### src/rtl/issue_select_n.sv
// issue_select_n: issue-queue select stage.
// Holds up to ENTRIES waiting instructions. Each one is bound to a functional
// unit (FU) when it is allocated. Source operands wake up from broadcast tags.
// Each cycle, every FU grants its oldest ready entry, unless that FU is still
// busy with a multi-cycle op. Grants leave as registered issue packets.
//
// Ports
//   clk_i, rst_n_i       clock, synchronous active-low reset
//   flush_i              squash all entries, FU busy state and pending grants
//   alloc_*              allocation request; transfer when alloc_vld_i & alloc_rdy_o
//   wk_vld_i, wk_tag_i   per-port wakeup broadcast (slice k = port k)
//   iss_*_o              per-FU registered issue packet (slice k = FU k)
//   free_cnt_o           number of invalid entries (registered state)

// One queue entry: payload, operand readiness and age.
module issue_select_n_entry #(
    parameter int FUS   = 2,
    parameter int FU_W  = 1,
    parameter int AGE_W = 6,
    parameter int TAG_W = 5,
    parameter int DLY_W = 4
) (
    input  logic                      clk_i,
    input  logic                      rst_n_i,
    input  logic                      flush_i,
    input  logic                      wr_i,
    input  logic                      gnt_i,
    input  logic [FU_W-1:0]           wr_fu_i,
    input  logic [TAG_W-1:0]          wr_dst_i,
    input  logic                      wr_dstval_i,
    input  logic [DLY_W-1:0]          wr_dly_i,
    input  logic [TAG_W-1:0]          wr_src1_i,
    input  logic [TAG_W-1:0]          wr_src2_i,
    input  logic                      wr_src1_rdy_i,
    input  logic                      wr_src2_rdy_i,
    input  logic [FUS-1:0]            wk_vld_i,
    input  logic [FUS-1:0][TAG_W-1:0] wk_tag_i,
    output logic                      valid_o,
    output logic                      elig_o,
    output logic [FU_W-1:0]           fu_o,
    output logic [TAG_W-1:0]          dst_o,
    output logic                      dstval_o,
    output logic [DLY_W-1:0]          dly_o,
    output logic [AGE_W-1:0]          age_o
);
    logic              valid_q, valid_d;
    logic [FU_W-1:0]   fu_q, fu_d;
    logic [TAG_W-1:0]  dst_q, dst_d;
    logic              dstval_q, dstval_d;
    logic [DLY_W-1:0]  dly_q, dly_d;
    logic [TAG_W-1:0]  src1_q, src1_d, src2_q, src2_d;
    logic              r1_q, r1_d, r2_q, r2_d;
    logic [AGE_W-1:0]  age_q, age_d;

    function automatic logic woken(input logic [TAG_W-1:0] tag,
                                   input logic [FUS-1:0] vld,
                                   input logic [FUS-1:0][TAG_W-1:0] tags);
        logic hit;
        hit = 1'b0;
        for (int k = 0; k < FUS; k++)
            if (vld[k] && (tags[k] == tag)) hit = 1'b1;
        return hit;
    endfunction

    always_comb begin
        valid_d  = valid_q;
        fu_d     = fu_q;
        dst_d    = dst_q;
        dstval_d = dstval_q;
        dly_d    = dly_q;
        src1_d   = src1_q;
        src2_d   = src2_q;
        r1_d     = r1_q;
        r2_d     = r2_q;
        age_d    = age_q;
        if (valid_q) begin
            r1_d = r1_q | woken(src1_q, wk_vld_i, wk_tag_i);
            r2_d = r2_q | woken(src2_q, wk_vld_i, wk_tag_i);
            if (age_q != {AGE_W{1'b1}}) age_d = age_q + AGE_W'(1);
        end
        if (gnt_i) valid_d = 1'b0;
        // Writes only target invalid slots, so they never collide with a grant.
        // Wakeups on the allocation cycle are bypassed into the stored ready bits.
        if (wr_i) begin
            valid_d  = 1'b1;
            fu_d     = wr_fu_i;
            dst_d    = wr_dst_i;
            dstval_d = wr_dstval_i;
            dly_d    = wr_dly_i;
            src1_d   = wr_src1_i;
            src2_d   = wr_src2_i;
            r1_d     = wr_src1_rdy_i | woken(wr_src1_i, wk_vld_i, wk_tag_i);
            r2_d     = wr_src2_rdy_i | woken(wr_src2_i, wk_vld_i, wk_tag_i);
            age_d    = '0;
        end
        if (flush_i) valid_d = 1'b0;
    end

    always_ff @(posedge clk_i) begin
        if (!rst_n_i) begin
            valid_q  <= 1'b0;
            fu_q     <= '0;
            dst_q    <= '0;
            dstval_q <= 1'b0;
            dly_q    <= '0;
            src1_q   <= '0;
            src2_q   <= '0;
            r1_q     <= 1'b0;
            r2_q     <= 1'b0;
            age_q    <= '0;
        end else begin
            valid_q  <= valid_d;
            fu_q     <= fu_d;
            dst_q    <= dst_d;
            dstval_q <= dstval_d;
            dly_q    <= dly_d;
            src1_q   <= src1_d;
            src2_q   <= src2_d;
            r1_q     <= r1_d;
            r2_q     <= r2_d;
            age_q    <= age_d;
        end
    end

    assign valid_o  = valid_q;
    assign elig_o   = valid_q & r1_q & r2_q;
    assign fu_o     = fu_q;
    assign dst_o    = dst_q;
    assign dstval_o = dstval_q;
    assign dly_o    = dly_q;
    assign age_o    = age_q;
endmodule

// Per-FU picker: oldest-ready select, busy counter and issue packet register.
module issue_select_n_pick #(
    parameter int ENTRIES = 8,
    parameter int IDX_W   = 3,
    parameter int FU_W    = 1,
    parameter int FU_ID   = 0,
    parameter int AGE_W   = 6,
    parameter int TAG_W   = 5,
    parameter int DLY_W   = 4
) (
    input  logic                             clk_i,
    input  logic                             rst_n_i,
    input  logic                             flush_i,
    input  logic [ENTRIES-1:0]               elig_i,
    input  logic [ENTRIES-1:0][FU_W-1:0]     fu_i,
    input  logic [ENTRIES-1:0][AGE_W-1:0]    age_i,
    input  logic [ENTRIES-1:0][TAG_W-1:0]    dst_i,
    input  logic [ENTRIES-1:0]               dstval_i,
    input  logic [ENTRIES-1:0][DLY_W-1:0]    dly_i,
    output logic                             gnt_o,
    output logic [IDX_W-1:0]                 gnt_idx_o,
    output logic                             iss_vld_o,
    output logic [IDX_W-1:0]                 iss_idx_o,
    output logic [TAG_W-1:0]                 iss_dst_o,
    output logic                             iss_dstval_o,
    output logic [DLY_W-1:0]                 iss_dly_o
);
    logic [DLY_W-1:0] busy_q, busy_d;
    logic             iss_vld_q, iss_vld_d;
    logic [IDX_W-1:0] iss_idx_q, iss_idx_d;
    logic [TAG_W-1:0] iss_dst_q, iss_dst_d;
    logic             iss_dstval_q, iss_dstval_d;
    logic [DLY_W-1:0] iss_dly_q, iss_dly_d;
    logic [AGE_W-1:0] best_age;
    logic             cand;

    // Strictly-greater compare while scanning upward keeps the lowest index on ties.
    always_comb begin
        cand      = 1'b0;
        gnt_idx_o = '0;
        best_age  = '0;
        for (int i = 0; i < ENTRIES; i++) begin
            if (elig_i[i] && (int'(fu_i[i]) == FU_ID) && (!cand || (age_i[i] > best_age))) begin
                cand      = 1'b1;
                gnt_idx_o = IDX_W'(i);
                best_age  = age_i[i];
            end
        end
    end

    assign gnt_o = cand && (busy_q == '0) && !flush_i;

    always_comb begin
        busy_d       = busy_q;
        iss_vld_d    = gnt_o;
        iss_idx_d    = iss_idx_q;
        iss_dst_d    = iss_dst_q;
        iss_dstval_d = iss_dstval_q;
        iss_dly_d    = iss_dly_q;
        if (busy_q != '0) busy_d = busy_q - DLY_W'(1);
        if (gnt_o) begin
            iss_idx_d    = gnt_idx_o;
            iss_dst_d    = dst_i[gnt_idx_o];
            iss_dstval_d = dstval_i[gnt_idx_o];
            iss_dly_d    = dly_i[gnt_idx_o];
            // dly 0/1 is a pipelined FU; otherwise block the next dly-1 cycles.
            busy_d = (dly_i[gnt_idx_o] > DLY_W'(1)) ? dly_i[gnt_idx_o] - DLY_W'(1) : '0;
        end
        if (flush_i) busy_d = '0;
    end

    always_ff @(posedge clk_i) begin
        if (!rst_n_i) begin
            busy_q       <= '0;
            iss_vld_q    <= 1'b0;
            iss_idx_q    <= '0;
            iss_dst_q    <= '0;
            iss_dstval_q <= 1'b0;
            iss_dly_q    <= '0;
        end else begin
            busy_q       <= busy_d;
            iss_vld_q    <= iss_vld_d;
            iss_idx_q    <= iss_idx_d;
            iss_dst_q    <= iss_dst_d;
            iss_dstval_q <= iss_dstval_d;
            iss_dly_q    <= iss_dly_d;
        end
    end

    assign iss_vld_o    = iss_vld_q;
    assign iss_idx_o    = iss_idx_q;
    assign iss_dst_o    = iss_dst_q;
    assign iss_dstval_o = iss_dstval_q;
    assign iss_dly_o    = iss_dly_q;
endmodule

module issue_select_n #(
    parameter int  ENTRIES = 8,
    parameter int  FUS     = 2,
    parameter int  AGE_W   = 6,
    parameter int  TAG_W   = 5,
    parameter int  DLY_W   = 4,
    localparam int IDX_W   = $clog2(ENTRIES),
    localparam int FU_W    = (FUS > 1) ? $clog2(FUS) : 1,
    localparam int CNT_W   = $clog2(ENTRIES + 1)
) (
    input  logic                      clk_i,
    input  logic                      rst_n_i,
    input  logic                      flush_i,
    input  logic                      alloc_vld_i,
    output logic                      alloc_rdy_o,
    input  logic [FU_W-1:0]           alloc_fu_i,
    input  logic [TAG_W-1:0]          alloc_dst_i,
    input  logic                      alloc_dstval_i,
    input  logic [DLY_W-1:0]          alloc_dly_i,
    input  logic [TAG_W-1:0]          alloc_src1_i,
    input  logic [TAG_W-1:0]          alloc_src2_i,
    input  logic                      alloc_src1_rdy_i,
    input  logic                      alloc_src2_rdy_i,
    input  logic [FUS-1:0]            wk_vld_i,
    input  logic [FUS-1:0][TAG_W-1:0] wk_tag_i,
    output logic [FUS-1:0]            iss_vld_o,
    output logic [FUS-1:0][IDX_W-1:0] iss_idx_o,
    output logic [FUS-1:0][TAG_W-1:0] iss_dst_o,
    output logic [FUS-1:0]            iss_dstval_o,
    output logic [FUS-1:0][DLY_W-1:0] iss_dly_o,
    output logic [CNT_W-1:0]          free_cnt_o
);
    logic [ENTRIES-1:0]             ent_vld, ent_elig, ent_wr, ent_gnt, ent_dstval;
    logic [ENTRIES-1:0][FU_W-1:0]   ent_fu;
    logic [ENTRIES-1:0][AGE_W-1:0]  ent_age;
    logic [ENTRIES-1:0][TAG_W-1:0]  ent_dst;
    logic [ENTRIES-1:0][DLY_W-1:0]  ent_dly;
    logic [FUS-1:0]                 pk_gnt;
    logic [FUS-1:0][IDX_W-1:0]      pk_idx;
    logic [CNT_W-1:0]               free_cnt;
    logic [IDX_W-1:0]               alloc_idx;
    logic                           alloc_ok;

    // Free count and lowest free slot both come from registered valid bits, so a
    // slot freed by this cycle's grant only becomes allocatable next cycle.
    always_comb begin
        free_cnt  = '0;
        alloc_idx = '0;
        for (int i = ENTRIES - 1; i >= 0; i--) begin
            if (!ent_vld[i]) begin
                free_cnt  = free_cnt + CNT_W'(1);
                alloc_idx = IDX_W'(i);
            end
        end
    end

    assign free_cnt_o  = free_cnt;
    assign alloc_rdy_o = (free_cnt != '0);
    // Out-of-range FU bindings are dropped rather than stranding an entry forever.
    assign alloc_ok    = alloc_vld_i && alloc_rdy_o && (int'(alloc_fu_i) < FUS);

    always_comb begin
        ent_wr  = '0;
        ent_gnt = '0;
        for (int i = 0; i < ENTRIES; i++)
            ent_wr[i] = alloc_ok && (alloc_idx == IDX_W'(i));
        for (int k = 0; k < FUS; k++)
            if (pk_gnt[k]) ent_gnt[pk_idx[k]] = 1'b1;
    end

    for (genvar i = 0; i < ENTRIES; i++) begin : g_ent
        issue_select_n_entry #(
            .FUS(FUS), .FU_W(FU_W), .AGE_W(AGE_W), .TAG_W(TAG_W), .DLY_W(DLY_W)
        ) u_ent (
            .clk_i         (clk_i),
            .rst_n_i       (rst_n_i),
            .flush_i       (flush_i),
            .wr_i          (ent_wr[i]),
            .gnt_i         (ent_gnt[i]),
            .wr_fu_i       (alloc_fu_i),
            .wr_dst_i      (alloc_dst_i),
            .wr_dstval_i   (alloc_dstval_i),
            .wr_dly_i      (alloc_dly_i),
            .wr_src1_i     (alloc_src1_i),
            .wr_src2_i     (alloc_src2_i),
            .wr_src1_rdy_i (alloc_src1_rdy_i),
            .wr_src2_rdy_i (alloc_src2_rdy_i),
            .wk_vld_i      (wk_vld_i),
            .wk_tag_i      (wk_tag_i),
            .valid_o       (ent_vld[i]),
            .elig_o        (ent_elig[i]),
            .fu_o          (ent_fu[i]),
            .dst_o         (ent_dst[i]),
            .dstval_o      (ent_dstval[i]),
            .dly_o         (ent_dly[i]),
            .age_o         (ent_age[i])
        );
    end

    for (genvar k = 0; k < FUS; k++) begin : g_fu
        issue_select_n_pick #(
            .ENTRIES(ENTRIES), .IDX_W(IDX_W), .FU_W(FU_W), .FU_ID(k),
            .AGE_W(AGE_W), .TAG_W(TAG_W), .DLY_W(DLY_W)
        ) u_pick (
            .clk_i        (clk_i),
            .rst_n_i      (rst_n_i),
            .flush_i      (flush_i),
            .elig_i       (ent_elig),
            .fu_i         (ent_fu),
            .age_i        (ent_age),
            .dst_i        (ent_dst),
            .dstval_i     (ent_dstval),
            .dly_i        (ent_dly),
            .gnt_o        (pk_gnt[k]),
            .gnt_idx_o    (pk_idx[k]),
            .iss_vld_o    (iss_vld_o[k]),
            .iss_idx_o    (iss_idx_o[k]),
            .iss_dst_o    (iss_dst_o[k]),
            .iss_dstval_o (iss_dstval_o[k]),
            .iss_dly_o    (iss_dly_o[k])
        );
    end
endmodule

### config.mk
export PLATFORM = sky130hd
export DESIGN_NAME = issue_select_n
export DESIGN_NICKNAME = d
export VERILOG_FILES = /design/src/rtl/issue_select_n.sv
export SDC_FILE = /design/constraint.sdc
export NUM_CORES = 1
export LEC_CHECK = 0
export BUFFER_PORTS_ARGS = -buffer_cell sky130_fd_sc_hd__buf_2
export CORE_ASPECT_RATIO = 1.2
export CORE_MARGIN = 2
export CORE_UTILIZATION = 60
export DETAILED_ROUTE_END_ITERATION = 6
export HOLD_SLACK_MARGIN = 0.02
export PLACE_DENSITY_LB_ADDON = 0.25
export REMOVE_ABC_BUFFERS = 1
export SYNTH_ARGS = -nofsm -noshare
export SYNTH_HDL_FRONTEND = slang
export SYNTH_SLANG_ARGS = --single-unit
### constraint.sdc
create_clock -name clk_i -period 21.8 [get_ports clk_i]
set_clock_uncertainty 0.1 [all_clocks]
set_input_delay 1.09 -clock clk_i [delete_from_list [all_inputs] [get_ports clk_i]]
set_output_delay 1.09 -clock clk_i [all_outputs]
set_load 0.05 [all_outputs]
# == Yosys cells after proc, flatten, opt, wreduce, memory -nomap -nowiden ==
# Index checks and enable logic that the tools add are counted.
# W data, S select, Z words.
# totals
regBits,276
output_inout_bits,33
word_cells,591
input_bits,39
# op_classes
n_eq_ne,51
n_reduce_logical,151
order_cmp,20
mux,200
addsub,19
bitwise,58
# op_table
cell,n
$eq A5 B5 Y1,36
$mux W1,139
$gt A6 B6 Y1,14
$mux W6,14
$logic_and A1 B1 Y1,81
$mux W4,15
$mux W3,18
$add A6 B1 Y6 const B,8
$ne A6 B6 Y1 const B,8
$reduce_bool A2 Y1,18
$or A1 B1 Y1,32
$bmux W5 S3,2
$add A4 B1 Y4 const B,7
$bmux W4 S3,2
$reduce_or A2 Y1,9
$and A1 B1 Y1,16
$mux W8,2
$reduce_and A2 Y1,8
$sub A4 B1 Y4 const B,4
$logic_not A1 Y1,15
$logic_or A1 B1 Y1,14
$eq A3 B3 Y1 const B,4
$reduce_bool A4 Y1,3
$mux W5,2
12 further kinds,28

# == Longest topological paths before layout ==
# logic_depth
depth_word,41
mapped_depth,69
ltp_nobuf,62

# == By module ==
# From an unflattened synthesis, not the netlist that was laid out.
# hier_totals
hier_cells,2395
hier_area_um2,21455.6
# modules_own_cells
mod,seq_area_each_um2,instances,cells_per_inst,area_each_um2
issue_select_n_entry,600.6,8,173,1680.4
issue_select_n_pick at g_fu[0].u_pick,360.3,1,424,3513.4
issue_select_n_pick at g_fu[1].u_pick,360.3,1,409,3214.3
issue_select_n,0.0,1,178,1285.0

# == Worst setup path after synthesis ==
# Ideal clock, no wire load.
# synth_path
kind,flip-flop to flip-flop
start,reg g_ent[0].u_ent.valid_q
end,reg g_fu[1].u_pick.busy_q[0]
period_less_slack_ns,13.689
stages_incl_launch_ff,65
arrival_time_ns,13.518
path_buffers,8
required_ns,21.630
slack_ns,8.111
setup_time_ns,0.070
path_cell_list,dfxtp_1 -> buf_2 -> nand3_1 -> nor2_1 -> nand2_1 -> ha_1 -> a21oi_1 -> o221ai_1 -> o21ai_1 -> mux2i_1 -> inv_1 -> ha_1 -> a21o_1 -> a21o_1 -> a2111oi_0 -> or3_1 -> clkbuf_1 -> mux2i_1 -> [29 not listed] -> clkbuf_1 -> buf_1 -> mux2_2 -> ha_1 -> and2_1 -> and4_1 -> a211oi_1 -> a22oi_2 -> o221ai_1 -> buf_2 -> mux2_1 -> a222oi_1 -> o221a_2 -> inv_2 -> ha_1 -> or2_2 -> a311o_1 -> a21oi_1
# synth_via
elab_chain_len,37
word_cells_on_any_way,62
cone_classes,1 x add/sub; 8 x order compare; 26 x mux; 2 x bitwise; 25 x reduce/logical
# synth_lines
item,line,source
"start, declared",46,"logic valid_q, valid_d;"
"start signal, assigned",112,valid_q <= valid_d;
$and A1 B1 Y1 * (2 in a row),126,assign elig_o = valid_q & r1_q & r2_q;
$logic_and A1 B1 Y1 *,176,if (elig_i[i] && (int'(fu_i[i]) == FU_ID) && (!cand || (age_i[i] > best_age))) begin
$mux W6 / $mux W1 (equally long branches),176,
$gt A6 B6 Y1 / $logic_not A1 Y1 (equally long branches),176,
$logic_or A1 B1 Y1,176,
$logic_and A1 B1 Y1,176,
$mux W6 / $mux W1 (equally long branches),176,
$gt A6 B6 Y1 / $logic_not A1 Y1 (equally long branches),176,
[20 not listed],--,
$logic_or A1 B1 Y1,176,
$logic_and A1 B1 Y1,176,
$mux W3,176,
$bmux W4 S3,200,busy_d = (dly_i[gnt_idx_o] > DLY_W'(1)) ? dly_i[gnt_idx_o] - DLY_W'(1) : '0;
$mux W4 (not written as such),200,
$sub A4 B1 Y4 / $gt A4 B1 Y1 (equally long branches),200,
$mux W4,200,
$mux W4,194,if (gnt_o) begin
"end signal, assigned",214,busy_q <= busy_d;
"end, declared",161,"logic [DLY_W-1:0] busy_q, busy_d;"
# Every way passes the cells marked *; elsewhere a longest branch is shown, timed or not. The select of a mux whose other input is x is not followed.
# A chain may end at the register's enable or synchronous reset.

# == Worst setup path in the final report ==
# layout_path
start,reg g_ent[0].u_ent.r2_q
end,reg g_fu[1].u_pick.busy_q[1]
# layout_via
elab_chain_len,36
word_cells_on_any_way,61
cone_classes,1 x add/sub; 8 x order compare; 26 x mux; 1 x bitwise; 25 x reduce/logical
# layout_lines
item,line,source
"start, declared",52,"logic r1_q, r1_d, r2_q, r2_d;"
"start signal, assigned",120,r2_q <= r2_d;
$and A1 B1 Y1 *,126,
$logic_and A1 B1 Y1 *,176,
$mux W6 / $mux W1 (equally long branches),176,
$gt A6 B6 Y1 / $logic_not A1 Y1 (equally long branches),176,
$logic_or A1 B1 Y1,176,
$logic_and A1 B1 Y1,176,
$mux W6 / $mux W1 (equally long branches),176,
$gt A6 B6 Y1 / $logic_not A1 Y1 (equally long branches),176,
[20 not listed],--,
$logic_or A1 B1 Y1,176,
$logic_and A1 B1 Y1,176,
$mux W3,176,
$bmux W4 S3,200,
$mux W4 (not written as such),200,
$sub A4 B1 Y4 / $gt A4 B1 Y1 (equally long branches),200,
$mux W4,200,
$mux W4,194,
# Marked as above.

==> report_table.html <==
<table>
<tr><th>Metric</th><th>Value</th></tr>
<tr><th colspan="2">Run status</th></tr>
<tr><td>Result of the run</td><td>complete, but fails checks</td></tr>
<tr><td>Failing checks</td><td>DRC</td></tr>
<tr><th colspan="2">STA</th></tr>
<tr><td>Transition time at the pin with the least slew margin</td><td>1.21 ns</td></tr>
<tr><td>Post-route clock period utilization</td><td>72.9%</td></tr>
<tr><td>Number of hold-slack violations in the final timing report</td><td>0</td></tr>
<tr><td>Maximum operating frequency</td><td>62.9 MHz</td></tr>
<tr><td>Setup repair after global routing missed its margin</td><td>no</td></tr>
<tr><td>Max-slew headroom</td><td>19.6%</td></tr>
<tr><td>Fin Setup TNS</td><td>0 ns</td></tr>
<tr><td>Clock period minus worst slack</td><td>15.89 ns</td></tr>
<tr><td>Slew Limit Fails</td><td>0</td></tr>
<tr><td>Final setup violation count</td><td>0</td></tr>
<tr><th colspan="2">Placement</th></tr>
<tr><td>Input/output buffers</td><td>71</td></tr>
<tr><td>Cell area after placement</td><td>18300 um2</td></tr>
<tr><td>Detailed placement HPWL</td><td>34900 um</td></tr>
<tr><td>Placer Congestion</td><td>0.940</td></tr>
<tr><th colspan="2">Worst hold path</th></tr>
<tr><td>Number of cells traversed by the worst hold path</td><td>2</td></tr>
<tr><td>Hold path start</td><td>g_ent[7].u_ent.dly_o[3]</td></tr>
<tr><td>Worst hold path endpoint</td><td>g_ent[7].u_ent.dly_o[3]</td></tr>
<tr><td>Hold/Removal Path Class</td><td>register to register</td></tr>
<tr><th colspan="2">Floorplan</th></tr>
<tr><td>Height of the chip</td><td>193 um</td></tr>
<tr><td>Std cell rows</td><td>69</td></tr>
<tr><td>Overall die area</td><td>31200 um2</td></tr>
<tr><td>I/O pin count</td><td>72</td></tr>
<tr><td>Width of the die</td><td>161 um</td></tr>
<tr><td>Starting Density</td><td>60.6%</td></tr>
<tr><td>Core region area</td><td>29400 um2</td></tr>
<tr><th colspan="2">Critical path</th></tr>
<tr><td>Startpoint-to-endpoint class of the critical path</td><td>register to register</td></tr>
<tr><td>Most repeated library cell on the critical path</td><td>sky130_fd_sc_hd__ha_1</td></tr>
<tr><td>Critical register-to-register path endpoint</td><td>g_fu[1].u_pick.busy_q[1]</td></tr>
<tr><td>Data required time at the worst endpoint</td><td>22.20 ns</td></tr>
<tr><td>Source of the worst register-to-register timing path</td><td>g_ent[0].u_ent.r2_q</td></tr>
<tr><td>FF-to-FF path depth</td><td>59</td></tr>
<tr><td>Arrival time at the worst endpoint</td><td>16.29 ns</td></tr>
<tr><td>R2r setup slk</td><td>5.91 ns</td></tr>
<tr><td>Worst-path cell with the longest stage delay</td><td>sky130_fd_sc_hd__a21oi_1</td></tr>
<tr><td>Worst-path fanout max</td><td>27</td></tr>
<tr><td>Largest delay share family, worst path</td><td>compound AO/OA/AOI/OAI gates</td></tr>
<tr><td>CP bufs+invs</td><td>5</td></tr>
<tr><td>Largest stage delay, worst path</td><td>0.79 ns</td></tr>
<tr><td>Launching element type of the critical path</td><td>register</td></tr>
<tr><td>Endpoint type of the worst setup path</td><td>register</td></tr>
<tr><th colspan="2">Final layout</th></tr>
<tr><td>Fraction of final layout cells sized beyond drive strength 1</td><td>9.99%</td></tr>
<tr><td>Number of nets in the layout</td><td>2257</td></tr>
<tr><td>Layout Cell Area excl Fill</td><td>19200 um2</td></tr>
<tr><td>Antenna diode instance count</td><td>0</td></tr>
<tr><td>Area added between synthesis and finish</td><td>7.64%</td></tr>
<tr><th colspan="2">Clock network</th></tr>
<tr><td>Worst-skew pair later-pin latency</td><td>0.57 ns</td></tr>
<tr><td>Root cell of the clock tree</td><td>sky130_fd_sc_hd__clkbuf_16</td></tr>
<tr><td>Cts repair resizes</td><td>0</td></tr>
<tr><td>Clock sink total</td><td>276</td></tr>
<tr><td>CTS buffer count</td><td>29</td></tr>
<tr><td>H-Tree Level Count</td><td>1</td></tr>
<tr><td>Cts-stage hold buffer count</td><td>0</td></tr>
<tr><td>Number of setup buffers added after CTS</td><td>0</td></tr>
<tr><td>Maximum root-to-sink buffer count</td><td>3</td></tr>
<tr><td>TritonCTS clock tree</td><td>done</td></tr>
<tr><td>CTS clock-pin slew for the worst setup and hold paths</td><td>0.07 ns</td></tr>
<tr><th colspan="2">Pwr</th></tr>
<tr><td>Peak supply drop</td><td>0.0000763 V</td></tr>
<tr><td>Lkg Pwr</td><td>8.43 nW</td></tr>
<tr><td>Areal power density over the cells</td><td>59.4 nW/um2</td></tr>
<tr><th colspan="2">Global routing</th></tr>
<tr><td>Overall track demand over capacity in global routing</td><td>32.2%</td></tr>
<tr><td>Initial antenna violation count</td><td>0</td></tr>
<tr><td>Number of global-route vias before repair</td><td>15400</td></tr>
<tr><td>Wire length of the first global-routing pass</td><td>80800 um</td></tr>
<tr><td>Maximum number of pins on one net before global-route repair</td><td>101</td></tr>
<tr><td>Grt ovf</td><td>0</td></tr>
<tr><th colspan="2">Yosys</th></tr>
<tr><td>Area of the mapped netlist</td><td>17900 um2</td></tr>
<tr><td>Most common flop cell mapped by yosys</td><td>sky130_fd_sc_hd__dfxtp_1</td></tr>
<tr><td>Number of synthesis warnings</td><td>0</td></tr>
<tr><td>Post-synth top area share</td><td>31.0%</td></tr>
<tr><td>Share of flip-flops with an asynchronous set or reset after synthesis</td><td>0%</td></tr>
<tr><td>Number of enable-type register cells in the synthesized netlist</td><td>0</td></tr>
<tr><td>Synthesized area per cell</td><td>8.40 um2</td></tr>
<tr><td>Top post-synthesis cells by area</td><td>sky130_fd_sc_hd__dfxtp_1, sky130_fd_sc_hd__mux2i_1, sky130_fd_sc_hd__xor2_1</td></tr>
<tr><td>Largest area contributor in the netlist</td><td>sky130_fd_sc_hd__dfxtp_1</td></tr>
<tr><td>Number of instances in the synthesized netlist</td><td>2126</td></tr>
<tr><td>Number of library cell types mapped by synthesis</td><td>87</td></tr>
<tr><td>Fraction of the yosys area taken by sequential cells</td><td>31.0%</td></tr>
<tr><td>Flip-flop and latch count after synthesis</td><td>276</td></tr>
<tr><th colspan="2">Routing</th></tr>
<tr><td>Antenna Violating Nets Remaining</td><td>0</td></tr>
<tr><td>Average vias per placed instance</td><td>6.18</td></tr>
<tr><td>Routed WL</td><td>50800 um</td></tr>
<tr><td>Vias post-DR</td><td>15600</td></tr>
<tr><td>Per-cell routed wire length</td><td>20.1 um</td></tr>
<tr><td>Violation count after the first detailed-routing iteration</td><td>1304</td></tr>
<tr><td>TritonRoute pass-1 iters</td><td>7</td></tr>
<tr><td>DRC errors left</td><td>28</td></tr>
<tr><th colspan="2">Flow run</th></tr>
<tr><td>MaxCap Viol Count</td><td>0</td></tr>
</table>
## report_power, final
part | internal [mW] | switching [mW] | total, mW
clock | 0.294 | 0.209 | 0.503
combinational | 0.0403 | 0.0780 | 0.118
sequential | 0.513 | 0.00775 | 0.521
total | 0.847 | 0.295 | 1.14
## cells in the mapped netlist, types with 28 or more instances
cell type                  instances
sky130_fd_sc_hd__mux2i_1         192
sky130_fd_sc_hd__nor2_1          239
sky130_fd_sc_hd__nand4_1          33
sky130_fd_sc_hd__o22ai_1          29
sky130_fd_sc_hd__inv_1            70
sky130_fd_sc_hd__nand3_1          56
sky130_fd_sc_hd__nand2_1         227
sky130_fd_sc_hd__nor4_1           36
sky130_fd_sc_hd__xor2_1          165
sky130_fd_sc_hd__a21oi_1         148
sky130_fd_sc_hd__ha_1            108
sky130_fd_sc_hd__clkbuf_1         75
sky130_fd_sc_hd__dfxtp_1         276
sky130_fd_sc_hd__xnor2_1          65
sky130_fd_sc_hd__buf_2            28
## cells in the final DEF (no fill, tap or decap), types with 13 or more instances in the layout
master | synthesis | layout
sky130_fd_sc_hd__a211oi_1 | 25 | 23
sky130_fd_sc_hd__a21o_1 | 16 | 16
sky130_fd_sc_hd__a21oi_1 | 148 | 148
sky130_fd_sc_hd__a31oi_1 | 15 | 15
sky130_fd_sc_hd__buf_2 | 28 | 71
sky130_fd_sc_hd__buf_4 | 11 | 22
sky130_fd_sc_hd__clkbuf_16 | 0 | 29
sky130_fd_sc_hd__dfxtp_1 | 276 | 276
sky130_fd_sc_hd__ha_1 | 108 | 108
sky130_fd_sc_hd__inv_1 | 70 | 70
sky130_fd_sc_hd__mux2_2 | 26 | 26
sky130_fd_sc_hd__mux2i_1 | 192 | 192
sky130_fd_sc_hd__nand2_1 | 227 | 227
sky130_fd_sc_hd__nand2b_1 | 17 | 17
sky130_fd_sc_hd__nand3_1 | 56 | 56
sky130_fd_sc_hd__nand4_1 | 33 | 33
sky130_fd_sc_hd__nor2_1 | 239 | 239
sky130_fd_sc_hd__nor2b_1 | 13 | 13
sky130_fd_sc_hd__nor3_1 | 24 | 24
sky130_fd_sc_hd__nor4_1 | 36 | 36
sky130_fd_sc_hd__o21ai_0 | 24 | 24
sky130_fd_sc_hd__o22ai_1 | 29 | 29
sky130_fd_sc_hd__xnor2_1 | 65 | 65
sky130_fd_sc_hd__xor2_1 | 165 | 165
## cell families (layout without fill, tap and decap cells)
kind of cell,count (synthesis),count (layout),synth area share (%)
simple gates,717,717,18.6
compound gates,358,358,13.1
xor+xnor,235,235,12.0
flops,276,276,31.0
mux,220,220,12.6
buf+inv,212,219,5.18
fa+ha+maj,108,108,7.57
## final cells by class
class	count	area [um2]
well taps	390	488
clock buffers	47	863
repair buffers	93	520
flip-flops and latches	276	5530
fillers	2498	10200
clock inverters	7	95.1
multi-input cells	1638	11400
inverters	72	275
## worst min-delay path, stage by stage, from the launching register on
cell and delay [ns]:
sky130_fd_sc_hd__dfxtp_1 0.32, sky130_fd_sc_hd__nand2_1 0.05, sky130_fd_sc_hd__a21oi_1 0.05
## flip-flops by register name (all words and copies together) (netlist names), 10 cells and up
register               flops
g_ent.u_ent.age_o         48
g_ent.u_ent.dst_o         40
g_ent.u_ent.src1_q        40
g_ent.u_ent.src2_q        40
g_ent.u_ent.dly_o         32
g_fu.u_pick.iss_dst_o     10
## per-layer routing
| metal | vias to the layer above | GRT usage, % | routed length (um) |
|---|---|---|---|
| li1 | 7396 | - | - |
| met1 | 7443 | 41.9 | 21500 |
| met2 | 614 | 54.6 | 23700 |
| met3 | 143 | 4.45 | 3850 |
| met4 | 0 | 12.2 | 1790 |
| met5 | - | 0 | 0 |
## worst max path at each step
| stage | from | to | slack, ns | cells past startpoint |
|---|---|---|---|---|
| floorplan | g_ent[0].u_ent.valid_o | g_fu[1].u_pick.busy_q[0] | 6.89 | 57 |
| global placement | g_ent[0].u_ent.r2_q | g_fu[1].u_pick.busy_q[0] | 6.29 | 59 |
| detailed placement | g_ent[0].u_ent.r2_q | g_fu[1].u_pick.busy_q[1] | 6.02 | 59 |
| CTS | g_ent[0].u_ent.r2_q | g_fu[1].u_pick.busy_q[1] | 5.97 | 59 |
| global route | g_ent[0].u_ent.r2_q | g_fu[1].u_pick.busy_q[1] | 4.63 | 59 |
| finish | g_ent[0].u_ent.r2_q | g_fu[1].u_pick.busy_q[1] | 5.91 | 59 |
## through the flow
| step | hold WS [ns] | std cells | power, mW | setup WS [ns] | utilization (%) |
|---|---|---|---|---|---|
| global placement | 0.351 | 2469 | 0.645 | 6.29 | 62.0 |
| floorplan | 0.339 | 1986 | 0.604 | 6.89 | - |
| finish | 0.370 | 2523 | 1.14 | 5.91 | 65.3 |
| detailed placement | 0.353 | 2469 | 0.649 | 6.02 | 62.0 |
| CTS | 0.361 | 2523 | 1.15 | 5.97 | 65.3 |
| global route | 0.391 | 2523 | 1.18 | 4.63 | 65.3 |
Note: power is estimated with default switching activity, not from simulation.
